<file path="src/rtl/div_iterative_core_if.sv">
// div_iterative_core_if: request/writeback bundle and shared types for the iterative divider
package div_pkg;
   localparam int XLEN  = 32;
   localparam int CLZ_W = $clog2(XLEN);
   localparam int ID_W  = 4;
   typedef logic [ID_W-1:0] id_t;
   typedef struct packed {
      logic remainder_op;
      logic negate_result;
      id_t  id;
   } div_attr_t;
   typedef struct packed {
      logic [XLEN-1:0]  unsigned_dividend;
      logic [XLEN-1:0]  unsigned_divisor;
      logic [CLZ_W-1:0] dividend_CLZ;
      logic [CLZ_W-1:0] divisor_CLZ;
      logic             divisor_is_zero;
      logic             reuse_result;
      div_attr_t        attr;
   } div_fifo_inputs_t;
endpackage

interface div_iterative_core_if;
   import div_pkg::*;
   logic             in_valid;
   logic             in_ready;
   div_fifo_inputs_t in_data;
   logic             wb_valid;
   logic             wb_ack;
   id_t              wb_id;
   logic [XLEN-1:0]  wb_data;
   modport master (output in_valid, in_data, wb_ack, input in_ready, wb_valid, wb_id, wb_data);
   modport slave  (input in_valid, in_data, wb_ack, output in_ready, wb_valid, wb_id, wb_data);
endinterface

</file>
<file path="src/rtl/div_iterative_core.sv">
// div_iterative_core: radix-2 shift/subtract unsigned divider iterating only over the significant bit span
module div_iterative_core
   import div_pkg::*;
(
   input logic                 clk,
   input logic                 rst,
   div_iterative_core_if.slave bus
);
   typedef enum logic [1:0] {IDLE, DIVIDE, DONE} state_t;
   state_t           state, state_n;
   div_attr_t        attr_r;
   logic [XLEN-1:0]  q_r, r_r, d_r, raw;
   logic [CLZ_W-1:0] count, shift;
   logic             accept, fast, ge;

   assign bus.in_ready = (state == IDLE) && !rst;
   assign accept       = bus.in_valid && bus.in_ready;
   assign fast         = bus.in_data.reuse_result || bus.in_data.divisor_is_zero ||
                         (bus.in_data.divisor_CLZ < bus.in_data.dividend_CLZ);
   assign shift        = bus.in_data.divisor_CLZ - bus.in_data.dividend_CLZ;
   assign ge           = r_r >= d_r;
   assign raw          = attr_r.remainder_op ? r_r : q_r;
   assign bus.wb_valid = state == DONE;
   assign bus.wb_id    = attr_r.id;
   assign bus.wb_data  = attr_r.negate_result ? ~raw + 1'b1 : raw;

   // state register; reset aborts any op in flight
   always_ff @(posedge clk) begin
      if (rst) state <= IDLE;
      else     state <= state_n;
   end

   // next state: fast paths skip the loop, the loop ends after count reaches zero
   always_comb begin
      state_n = state;
      if (accept) state_n = fast ? DONE : DIVIDE;
      if (state == DIVIDE && count == '0) state_n = DONE;
      if (state == DONE && bus.wb_ack) state_n = IDLE;
   end

   // datapath: load operands on accept (reuse keeps q_r/r_r), then one restoring step per DIVIDE cycle
   always_ff @(posedge clk) begin
      if (rst) begin
         q_r    <= '0;
         r_r    <= '0;
         d_r    <= '0;
         count  <= '0;
         attr_r <= '0;
      end else if (accept) begin
         attr_r <= bus.in_data.attr;
         if (!bus.in_data.reuse_result) begin
            q_r   <= bus.in_data.divisor_is_zero ? '1 : '0;
            r_r   <= bus.in_data.unsigned_dividend;
            d_r   <= bus.in_data.unsigned_divisor << shift;
            count <= shift;
         end
      end else if (state == DIVIDE) begin
         r_r   <= ge ? r_r - d_r : r_r;
         q_r   <= {q_r[XLEN-2:0], ge};
         d_r   <= d_r >> 1;
         count <= count - 1'b1;
      end
   end
endmodule
</file>
<file path="src/flat_wrapper.sv">
// flat-port wrapper written by rule: the top's interface ports become plain ports
module div_iterative_core_flat import div_pkg::*;
  (clk, rst, bus_in_valid, bus_in_data, bus_wb_ack, bus_in_ready, bus_wb_valid, bus_wb_id, bus_wb_data);
  div_iterative_core_if bus_i ();
  input logic clk;
  input logic rst;
  input wire logic [$bits(bus_i.in_valid)-1:0] bus_in_valid;
  input wire logic [$bits(bus_i.in_data)-1:0] bus_in_data;
  input wire logic [$bits(bus_i.wb_ack)-1:0] bus_wb_ack;
  output wire logic [$bits(bus_i.in_ready)-1:0] bus_in_ready;
  output wire logic [$bits(bus_i.wb_valid)-1:0] bus_wb_valid;
  output wire logic [$bits(bus_i.wb_id)-1:0] bus_wb_id;
  output wire logic [$bits(bus_i.wb_data)-1:0] bus_wb_data;
  assign bus_i.in_valid = bus_in_valid;
  assign bus_i.in_data = bus_in_data;
  assign bus_i.wb_ack = bus_wb_ack;
  assign bus_in_ready = bus_i.in_ready;
  assign bus_wb_valid = bus_i.wb_valid;
  assign bus_wb_id = bus_i.wb_id;
  assign bus_wb_data = bus_i.wb_data;
  div_iterative_core u_core (.clk(clk), .rst(rst), .bus(bus_i));
endmodule
</file>
<file path="config.mk">
export PLATFORM = sky130hd
export DESIGN_NAME = div_iterative_core_flat
export DESIGN_NICKNAME = d
export VERILOG_FILES = /design/src/rtl/div_iterative_core_if.sv /design/src/rtl/div_iterative_core.sv /design/src/flat_wrapper.sv
export SDC_FILE = /design/constraint.sdc
export NUM_CORES = 1
export LEC_CHECK = 0
export ABC_CLOCK_PERIOD_IN_PS = 6100
export BUFFER_PORTS_ARGS = -buffer_cell sky130_fd_sc_hd__buf_2
export CAP_MARGIN = 5
export CORE_ASPECT_RATIO = 1.1
export CORE_MARGIN = 2
export CORE_UTILIZATION = 35
export CTS_BUF_LIST = sky130_fd_sc_hd__clkbuf_8
export DETAILED_ROUTE_END_ITERATION = 8
export PLACE_DENSITY = 0.58
export SKIP_CTS_REPAIR_TIMING = 1
export SYNTH_ARGS = -nofsm -noshare
export SYNTH_HDL_FRONTEND = slang
export SYNTH_SLANG_ARGS = --single-unit
</file>
<file path="constraint.sdc">
create_clock -name clk -period 6.1 [get_ports clk]
set_input_delay 0.61 -clock clk [delete_from_list [all_inputs] [get_ports clk]]
set_output_delay 0.61 -clock clk [all_outputs]
set_load 0.005 [all_outputs]
</file>
==> results of run 1 <==
==> critical path: stages, from the launching register on <==
cell and delay [ns]:
sky130_fd_sc_hd__dfxtp_2 0.64, sky130_fd_sc_hd__buf_4 0.60, sky130_fd_sc_hd__mux2i_1 0.32, sky130_fd_sc_hd__o21ai_1 0.13, sky130_fd_sc_hd__or2_0 0.26, sky130_fd_sc_hd__or3_1 0.43
sky130_fd_sc_hd__or3_1 0.41, sky130_fd_sc_hd__o31ai_2 0.25, sky130_fd_sc_hd__xor2_1 0.15, sky130_fd_sc_hd__buf_2 0.13
==> cell usage in the layout (no fill, tap or decap), types with 40 or more instances in the layout <==
cell / Yosys / layout
sky130_fd_sc_hd__a211oi_1: 75 / 75
sky130_fd_sc_hd__nor3_1: 65 / 64
sky130_fd_sc_hd__ha_1: 40 / 40
sky130_fd_sc_hd__mux2i_1: 61 / 61
sky130_fd_sc_hd__a21oi_1: 108 / 108
sky130_fd_sc_hd__o21ai_0: 52 / 52
sky130_fd_sc_hd__nand2_1: 123 / 123
sky130_fd_sc_hd__inv_1: 58 / 58
sky130_fd_sc_hd__buf_2: 13 / 122
sky130_fd_sc_hd__dfxtp_1: 109 / 108
sky130_fd_sc_hd__nor2_1: 122 / 121
==> registers in the layout (all words and copies together), names as in the netlist <==
register,cells
u_core.r_r,32
u_core.bus.wb_id,4
u_core.d_r,32
u_core.attr_r,2
u_core.state,2
u_core.count,5
u_core.q_r,32
==> layer usage <==
layer | vias to the layer above | GRT usage
li1 | 4621 | -
met1 | 4425 | 0.2859
met2 | 244 | 0.3126
met3 | 21 | 0.01818
met4 | 0 | 0.04617
met5 | - | 0
==> final timing paths <==
path	start	end	slack (ns)	cells after the start
hold / removal	bus_in_data[0]	u_core.bus.wb_id[0]$_SDFFE_PP0P_	0.43	3
setup / recovery	u_core.attr_r[5]$_SDFFE_PP0P_	bus_wb_data[28]	1.74	9
setup reg to reg	u_core.r_r[0]$_SDFFE_PP0P_	u_core.r_r[26]$_SDFFE_PP0P_	2.70	12
hold reg to reg	u_core.bus.wb_id[0]$_SDFFE_PP0P_	u_core.bus.wb_id[0]$_SDFFE_PP0P_	0.46	2
==> Yosys cell counts, types with 3 or more instances <==
cell type,number
sky130_fd_sc_hd__a211oi_1,75
sky130_fd_sc_hd__o31ai_1,3
sky130_fd_sc_hd__a21o_1,20
sky130_fd_sc_hd__or4_1,3
sky130_fd_sc_hd__nand2b_1,7
sky130_fd_sc_hd__clkbuf_1,68
sky130_fd_sc_hd__buf_1,14
sky130_fd_sc_hd__nand2_1,123
sky130_fd_sc_hd__mux2i_1,61
sky130_fd_sc_hd__nor3b_1,4
sky130_fd_sc_hd__nand4_1,6
sky130_fd_sc_hd__ha_1,40
sky130_fd_sc_hd__o21bai_1,4
sky130_fd_sc_hd__mux4_2,20
sky130_fd_sc_hd__a22oi_1,4
sky130_fd_sc_hd__xnor2_1,29
sky130_fd_sc_hd__nor3_1,65
sky130_fd_sc_hd__buf_4,4
sky130_fd_sc_hd__o211a_1,3
sky130_fd_sc_hd__a221o_1,15
sky130_fd_sc_hd__mux2_2,8
sky130_fd_sc_hd__o21ai_0,52
sky130_fd_sc_hd__nand3_1,20
sky130_fd_sc_hd__o21ai_1,8
sky130_fd_sc_hd__a221oi_1,15
sky130_fd_sc_hd__xor2_1,28
sky130_fd_sc_hd__o211ai_1,14
sky130_fd_sc_hd__a31oi_1,6
sky130_fd_sc_hd__nor2b_1,11
sky130_fd_sc_hd__or3_1,6
sky130_fd_sc_hd__buf_2,13
sky130_fd_sc_hd__nor2_1,122
sky130_fd_sc_hd__a211o_1,3
sky130_fd_sc_hd__and3_1,8
sky130_fd_sc_hd__a21oi_1,108
sky130_fd_sc_hd__inv_1,58
sky130_fd_sc_hd__dfxtp_1,109
sky130_fd_sc_hd__nand3b_1,6
sky130_fd_sc_hd__and2_1,10
sky130_fd_sc_hd__a311oi_1,20
sky130_fd_sc_hd__nor3b_2,3
sky130_fd_sc_hd__o21a_1,6
==> kinds of logic (layout without fill, tap and decap cells) <==
family / after synthesis / after routing / share of synthesized area
and+or+nand+nor: 404 / 404 / 0.1981
muxes: 89 / 89 / 0.1224
buffers and inverters: 157 / 211 / 0.06600
xor gates and xnor gates: 57 / 57 / 0.05309
adders and majority gates: 42 / 42 / 0.05749
AOI/OAI and AO/OA: 377 / 377 / 0.2708
DFF: 109 / 109 / 0.2321
==> where the power goes <==
group          total (uW)  switching [uW]  internal, uW
logic                1990            1140           849
clock network         460             298           162
registers             891             105           786
==> metrics by stage <==
step,util,area (sq um),hold slack (ns),power (uW),instances
2_1_floorplan,-,9403,0.4367,2411,1235
3_3_place_gp,0.3879,10200,0.4399,2852,1625
3_5_place_dp,0.3879,10200,0.4474,2864,1625
4_1_cts,0.3955,10400,0.4144,3326,1641
5_1_grt,0.3955,10400,0.4280,3614,1641
6_report,0.3955,10400,0.4271,3337,1641
==> layout make-up <==
class,count,area share
inverter,58,0.02093
tap,352,0.04234
timing repair buffer,137,0.06953
clock inverter,7,0.007338
sequential,109,0.2099
multi-input combinational,969,0.6380
clock buffer,9,0.01191
==> results.tsv, run 1 <==
stage	metric	value	unit
outcome	status	finished clean	
clocking	tritoncts_num_sinks	109	
detailed_routing	drt-vias-per-instance	5.674	
layout	multiInputGateArea	6636	sq um
global_routing	grt_antenna_before_repair	1	
setup_path	cp-start-kind	flip-flop	
detailed_routing	routed.top_layer	met4	
setup_path	critPathMaxFanout	55	
clocking	clk_latency_worst_skew_pair	0.41	ns
logic_synthesis	ys.flop_type	sky130_fd_sc_hd__dfxtp_1	
timing	unrepaired_setup_endpoints_after_global_routing	no	
clocking	clk_transition_reported_paths	0.13	ns
detailed_routing	total_routed_wire_length_on_the_met1_layer	14070	um
timing	fin_crit_sh	0.7155	
power_and_ir_drop	peakVddDrop	0.1315	mV
timing	max_frequency	229.1	MHz
global_routing	globalRouteOverflowTotal	0	
flow_run	max_cap_viol_count	0	
clocking	htreeDepth	3	
logic_synthesis	cell_types_with_the_largest_area_share_after_synthesis	sky130_fd_sc_hd__dfxtp_1 (23%), sky130_fd_sc_hd__mux2i_1 (6.5%), sky130_fd_sc_hd__a211oi_1 (6.0%)	
floorplanning	io_pins	124	
detailed_routing	dr_wl_met3	1258	um
min_path	min_path_type	in2reg	
detailed_routing	antenna_violating_nets_left	0	
timing	final_setup_violations	0	
global_routing	largest_net_degree_at_the_start_of_global_routing	66	
global_routing	grt_first_pass_wirelength	45480	um
timing	finalHoldViolCount	0	
logic_synthesis	syn-num-nets	1363	
detailed_routing	drt-wirelength-per-cell	17.25	um
logic_synthesis	synth-edff-count	0	
layout	seq_area	2183	sq um
detailed_routing	num_vias	9311	
timing	report.final.slew_viol_count	0	
logic_synthesis	synth_cell_types	69	
timing	fin_setup_tns	0	ns
timing	fin_skew	0.01580	ns
layout	filler_cell_count	2729	
place	port_buffers	123	
detailed_routing	drt_drc_violations_left	0	
layout	drive_above_1_share	0.1567	
logic_synthesis	synthArstFlopShare	0	
setup_path	nature_of_the_critical_path_endpoint	output pin	
logic_synthesis	synth_warnings	0	
logic_synthesis	synth.avg_cell_area	7.614	sq um
floorplanning	floorplan.rows	62	
detailed_routing	first_pass_iters	5	
floorplanning	area_of_the_die	28190	sq um
setup_path	cp.arrival	3.75	ns
logic_synthesis	synthDominantAreaCellType	sky130_fd_sc_hd__dfxtp_1	
global_routing	grt_usage	0.1961	
power_and_ir_drop	power_per_cell_area	320.8	nW/um^2
floorplanning	die_w	160.3	um
logic_synthesis	synth-seq-cells	109	
timing	worst_pin_slew	1.215	ns
logic_synthesis	yosysSeqAreaShare	0.2321	
layout	area_growth	10.62	%
logic_synthesis	synth_top_area_frac	0.2321	
clocking	cts_inserted_buffers	9	
clocking	cts.root.buffer_cell	sky130_fd_sc_hd__clkbuf_8	
floorplanning	dieHeight	175.9	um
place	detailedPlacementHpwl	20930	um
global_routing	first_global_vias	8593	
clocking	number_of_buffers_on_the_longest_clock_path	2	
timing	finalCriticalPeriod	4.365	ns
logic_synthesis	combined_area_of_all_synthesized_cells	9403	sq um
detailed_routing	wl_met2	12720	um
setup_path	critical_path_required	5.49	ns
floorplanning	core-area	26300	sq um
power_and_ir_drop	leakagePower	0.004185	uW
detailed_routing	drt-initial-drc-count	883	
logic_synthesis	syn-instance-count	1235	
layout	antenna-diode-count	0	
detailed_routing	route.final.wire_length	28310	um
place	dp_worst_setup_slack	2.179	ns
setup_path	timing_worst_setup_path_type	reg2out	
layout	final_nets	1412	
place	gpl.final_weighted_congestion	0.9256	
floorplanning	floorplan.initialDensity	0.3576	
timing	relSlewSlack	0.1902	
timing	post-route-worst-setup-slack	1.735	ns
clocking	tritoncts	yes	
Note: power is estimated with default switching activity, not from simulation.
==> inputs of run 2 (changes only) <==
--- a/config.mk
+++ b/config.mk
@@ -5,7 +5,7 @@
 export SDC_FILE = /design/constraint.sdc
 export NUM_CORES = 1
 export LEC_CHECK = 0
-export ABC_CLOCK_PERIOD_IN_PS = 6100
+export ABC_CLOCK_PERIOD_IN_PS = 3600
 export BUFFER_PORTS_ARGS = -buffer_cell sky130_fd_sc_hd__buf_2
 export CAP_MARGIN = 5
 export CORE_ASPECT_RATIO = 1.1
@@ -13,7 +13,7 @@
 export CORE_UTILIZATION = 35
 export CTS_BUF_LIST = sky130_fd_sc_hd__clkbuf_8
 export DETAILED_ROUTE_END_ITERATION = 8
-export PLACE_DENSITY = 0.58
+export PLACE_DENSITY = 0.6
 export SKIP_CTS_REPAIR_TIMING = 1
 export SYNTH_ARGS = -nofsm -noshare
 export SYNTH_HDL_FRONTEND = slang
==> constraint.sdc (replaced) <==
create_clock -name clk -period 3.6 [get_ports clk]
set_input_delay 0.36 -clock clk [delete_from_list [all_inputs] [get_ports clk]]
set_output_delay 0.36 -clock clk [all_outputs]
set_load 0.005 [all_outputs]
==> run 2 against run 1 <==
Compared with the run above:
- clock skew is 0.0033 ns higher
- register-to-register slack got worse by 2.3 ns
- utilization increased by 1.1 points
- critical path type unchanged
- largest power group unchanged
==> results.tsv, run 2 (same netlist as run 1, synthesis figures left out) <==
stage	metric	value	unit	change
layout	drive_above_1_share	0.1777		was 0.1567
setup_path	critical_path_required	3.24	ns	was 5.49 ns
floorplanning	area_of_the_die	28190	sq um	unchanged
global_routing	grt_usage	0.1991		was 0.1961
global_routing	grt_antenna_before_repair	0		was 1
layout	final_nets	1434		was 1412
detailed_routing	routed.top_layer	met4		unchanged
floorplanning	io_pins	124		unchanged
detailed_routing	first_pass_iters	7		was 5
detailed_routing	drt-vias-per-instance	5.631		was 5.674
detailed_routing	drt-wirelength-per-cell	17.37	um	was 17.25 um
clocking	cts.root.buffer_cell	sky130_fd_sc_hd__clkbuf_8		unchanged
timing	worst_pin_slew	0.9662	ns	was 1.215 ns
clocking	tritoncts_num_sinks	109		unchanged
timing	fin_skew	0.01912	ns	was 0.01580 ns
layout	largestRegisters	u_core.d_r (32), u_core.q_r (32), u_core.r_r (32)		unchanged
timing	finalHoldViolCount	0		unchanged
detailed_routing	route.final.wire_length	28890	um	was 28310 um
outcome	status	finished clean		unchanged
setup_path	crit_family	simple AND/OR/NAND/NOR gates		unchanged
detailed_routing	antenna_violating_nets_left	0		unchanged
place	port_buffers	123		unchanged
timing	relSlewSlack	0.3513		was 0.1902
layout	fin_util	0.4069		was 0.3955
setup_path	timing_worst_setup_path_type	reg2out		unchanged
layout	antenna-diode-count	0		unchanged
setup_path	critical-path-max-stage-delay	0.48	ns	was 0.64 ns
timing	report.final.slew_viol_count	0		unchanged
timing	fin_crit_sh	0.9844		
clocking	cts_inserted_buffers	9		unchanged
min_path	min_path_type	in2reg		unchanged
setup_path	cp_slowest_cell	sky130_fd_sc_hd__dfxtp_4		was sky130_fd_sc_hd__dfxtp_2
detailed_routing	dr_wl_met3	1268	um	was 1258 um
timing	fin_setup_tns	0	ns	unchanged
clocking	clk_transition_reported_paths	0.12	ns	was 0.13 ns
detailed_routing	drt_drc_violations_left	0		unchanged
global_routing	globalRouteOverflowTotal	0		unchanged
timing	unrepaired_setup_endpoints_after_global_routing	yes		was no
setup_path	cp.arrival	3.18	ns	was 3.75 ns
power_and_ir_drop	peakVddDrop	0.2432	mV	was 0.1315 mV
floorplanning	dieHeight	175.9	um	unchanged
clocking	tritoncts	yes		unchanged
layout	most_frequent_cells_in_the_layout	sky130_fd_sc_hd__nand2_1 (123), sky130_fd_sc_hd__buf_2 (122), sky130_fd_sc_hd__nor2_1 (121)		unchanged
flow_run	max_cap_viol_count	0		unchanged
clocking	htreeDepth	3		unchanged
layout	area_growth	13.81	%	was 10.62%
setup_path	critical_path.n_buffers_inverters	1		was 2
timing	max_frequency	282.2	MHz	
global_routing	first_global_vias	8559		was 8593
detailed_routing	num_vias	9365		was 9311
clocking	clk_latency_worst_skew_pair	0.41	ns	about the same
setup_path	critPathMaxFanout	7		was 55
floorplanning	die_w	160.3	um	unchanged
place	gpl.final_weighted_congestion	0.8763		was 0.9256
detailed_routing	wl_met2	12980	um	was 12720 um
setup_path	critPathMostFrequentCell	sky130_fd_sc_hd__or3_4		was sky130_fd_sc_hd__or3_1
floorplanning	floorplan.rows	62		unchanged
power_and_ir_drop	power.total	5733	uW	was 3337 uW
timing	final_setup_violations	0		unchanged
layout	layout.cells.most_common	sky130_fd_sc_hd__nand2_1		unchanged
global_routing	grt_first_pass_wirelength	45950	um	was 45480 um
place	detailedPlacementHpwl	21340	um	was 20930 um
setup_path	cp-start-kind	flip-flop		unchanged
power_and_ir_drop	leakagePower	0.004320	uW	was 0.004185 uW
detailed_routing	drt-initial-drc-count	682		was 883
clocking	number_of_buffers_on_the_longest_clock_path	2		unchanged
setup_path	crit_path_cell_trace	mux2i_4 > ha_4 > o221ai_4 > nor4_4 > o21ai_2 > or3_4 > or3_4 > o31ai_4 > xor2_1 > buf_2		was buf_4 > mux2i_1 > o21ai_1 > or2_0 > or3_1 > or3_1 > o31ai_2 > xor2_1 > buf_2
setup_path	nature_of_the_critical_path_endpoint	output pin		unchanged
floorplanning	core-area	26300	sq um	unchanged
detailed_routing	total_routed_wire_length_on_the_met1_layer	14090	um	was 14070 um
power_and_ir_drop	power_per_cell_area	535.7	nW/um^2	was 320.8 nW/um^2
global_routing	largest_net_degree_at_the_start_of_global_routing	82		was 66
timing	finalCriticalPeriod	3.544	ns	
floorplanning	floorplan.initialDensity	0.3576		unchanged
## run 2: cell count changes in the layout (fill, tap and decap cells not counted), sizes merged
| cell | before | now |
|---|---|---|
| clkbuf | 9 | 11 |
| clkinv | 3 | 4 |
| inv | 62 | 61 |
| buf | 137 | 157 |
## run 2: per-layer routing
layer,vias to the layer above,track usage
li1,4677,-
met2,277,0.3137
met4,0,0.06569
met3,32,0.01677
met1,4379,0.2871
met5,-,0
## run 2: area by class of cell
cell class / instances / area [sq um]
fillers: 2730 / 15600
multi-input cells: 969 / 6728
flip-flops and latches: 109 / 2186
repair buffers: 159 / 948.4
well taps: 352 / 440.4
inverters: 58 / 217.7
clock buffers: 9 / 123.9
clock inverters: 7 / 57.56
## run 2: per-stage QoR
stage	area (sq um)	std cells	hold WS, ns	worst slack (ns)
3_3_place_gp	10360	1642	0.4399	0.3292
6_report	10700	1663	0.1853	0.05613
4_1_cts	10540	1658	0.1602	-0.04040
3_5_place_dp	10360	1642	0.4482	0.2407
2_1_floorplan	9438	1235	0.4367	0.001886
5_1_grt	10700	1663	0.1829	-0.09600
## run 2: final timing paths
path	start	to	slack [ns]	depth (start not counted)
worst max register to register	u_core.r_r[3]$_SDFFE_PP0P_	u_core.r_r[2]$_SDFFE_PP0P_	0.38	10
worst max-delay path	u_core.attr_r[5]$_SDFFE_PP0P_	bus_wb_data[28]	0.06	10
worst min register to register	u_core.bus.wb_id[2]$_SDFFE_PP0P_	u_core.bus.wb_id[2]$_SDFFE_PP0P_	0.46	2
worst min-delay path	bus_in_data[0]	u_core.bus.wb_id[0]$_SDFFE_PP0P_	0.19	3
## run 2: worst register-to-register path, stage by stage, from the launching register on
cell                      delay (ns)
sky130_fd_sc_hd__dfxtp_1        0.54
sky130_fd_sc_hd__ha_1           0.36
sky130_fd_sc_hd__a21oi_1        0.22
sky130_fd_sc_hd__a21oi_1        0.11
sky130_fd_sc_hd__or3_1          0.47
sky130_fd_sc_hd__a31o_2         0.34
sky130_fd_sc_hd__o21a_1         0.22
sky130_fd_sc_hd__o21a_2         0.38
sky130_fd_sc_hd__buf_12         0.24
sky130_fd_sc_hd__mux2i_1        0.18
sky130_fd_sc_hd__nor2_1         0.05
## run 2: where the power goes
group / internal, uW / switching (uW)
clock network: 262 / 473
logic: 1520 / 1970
registers: 1330 / 175
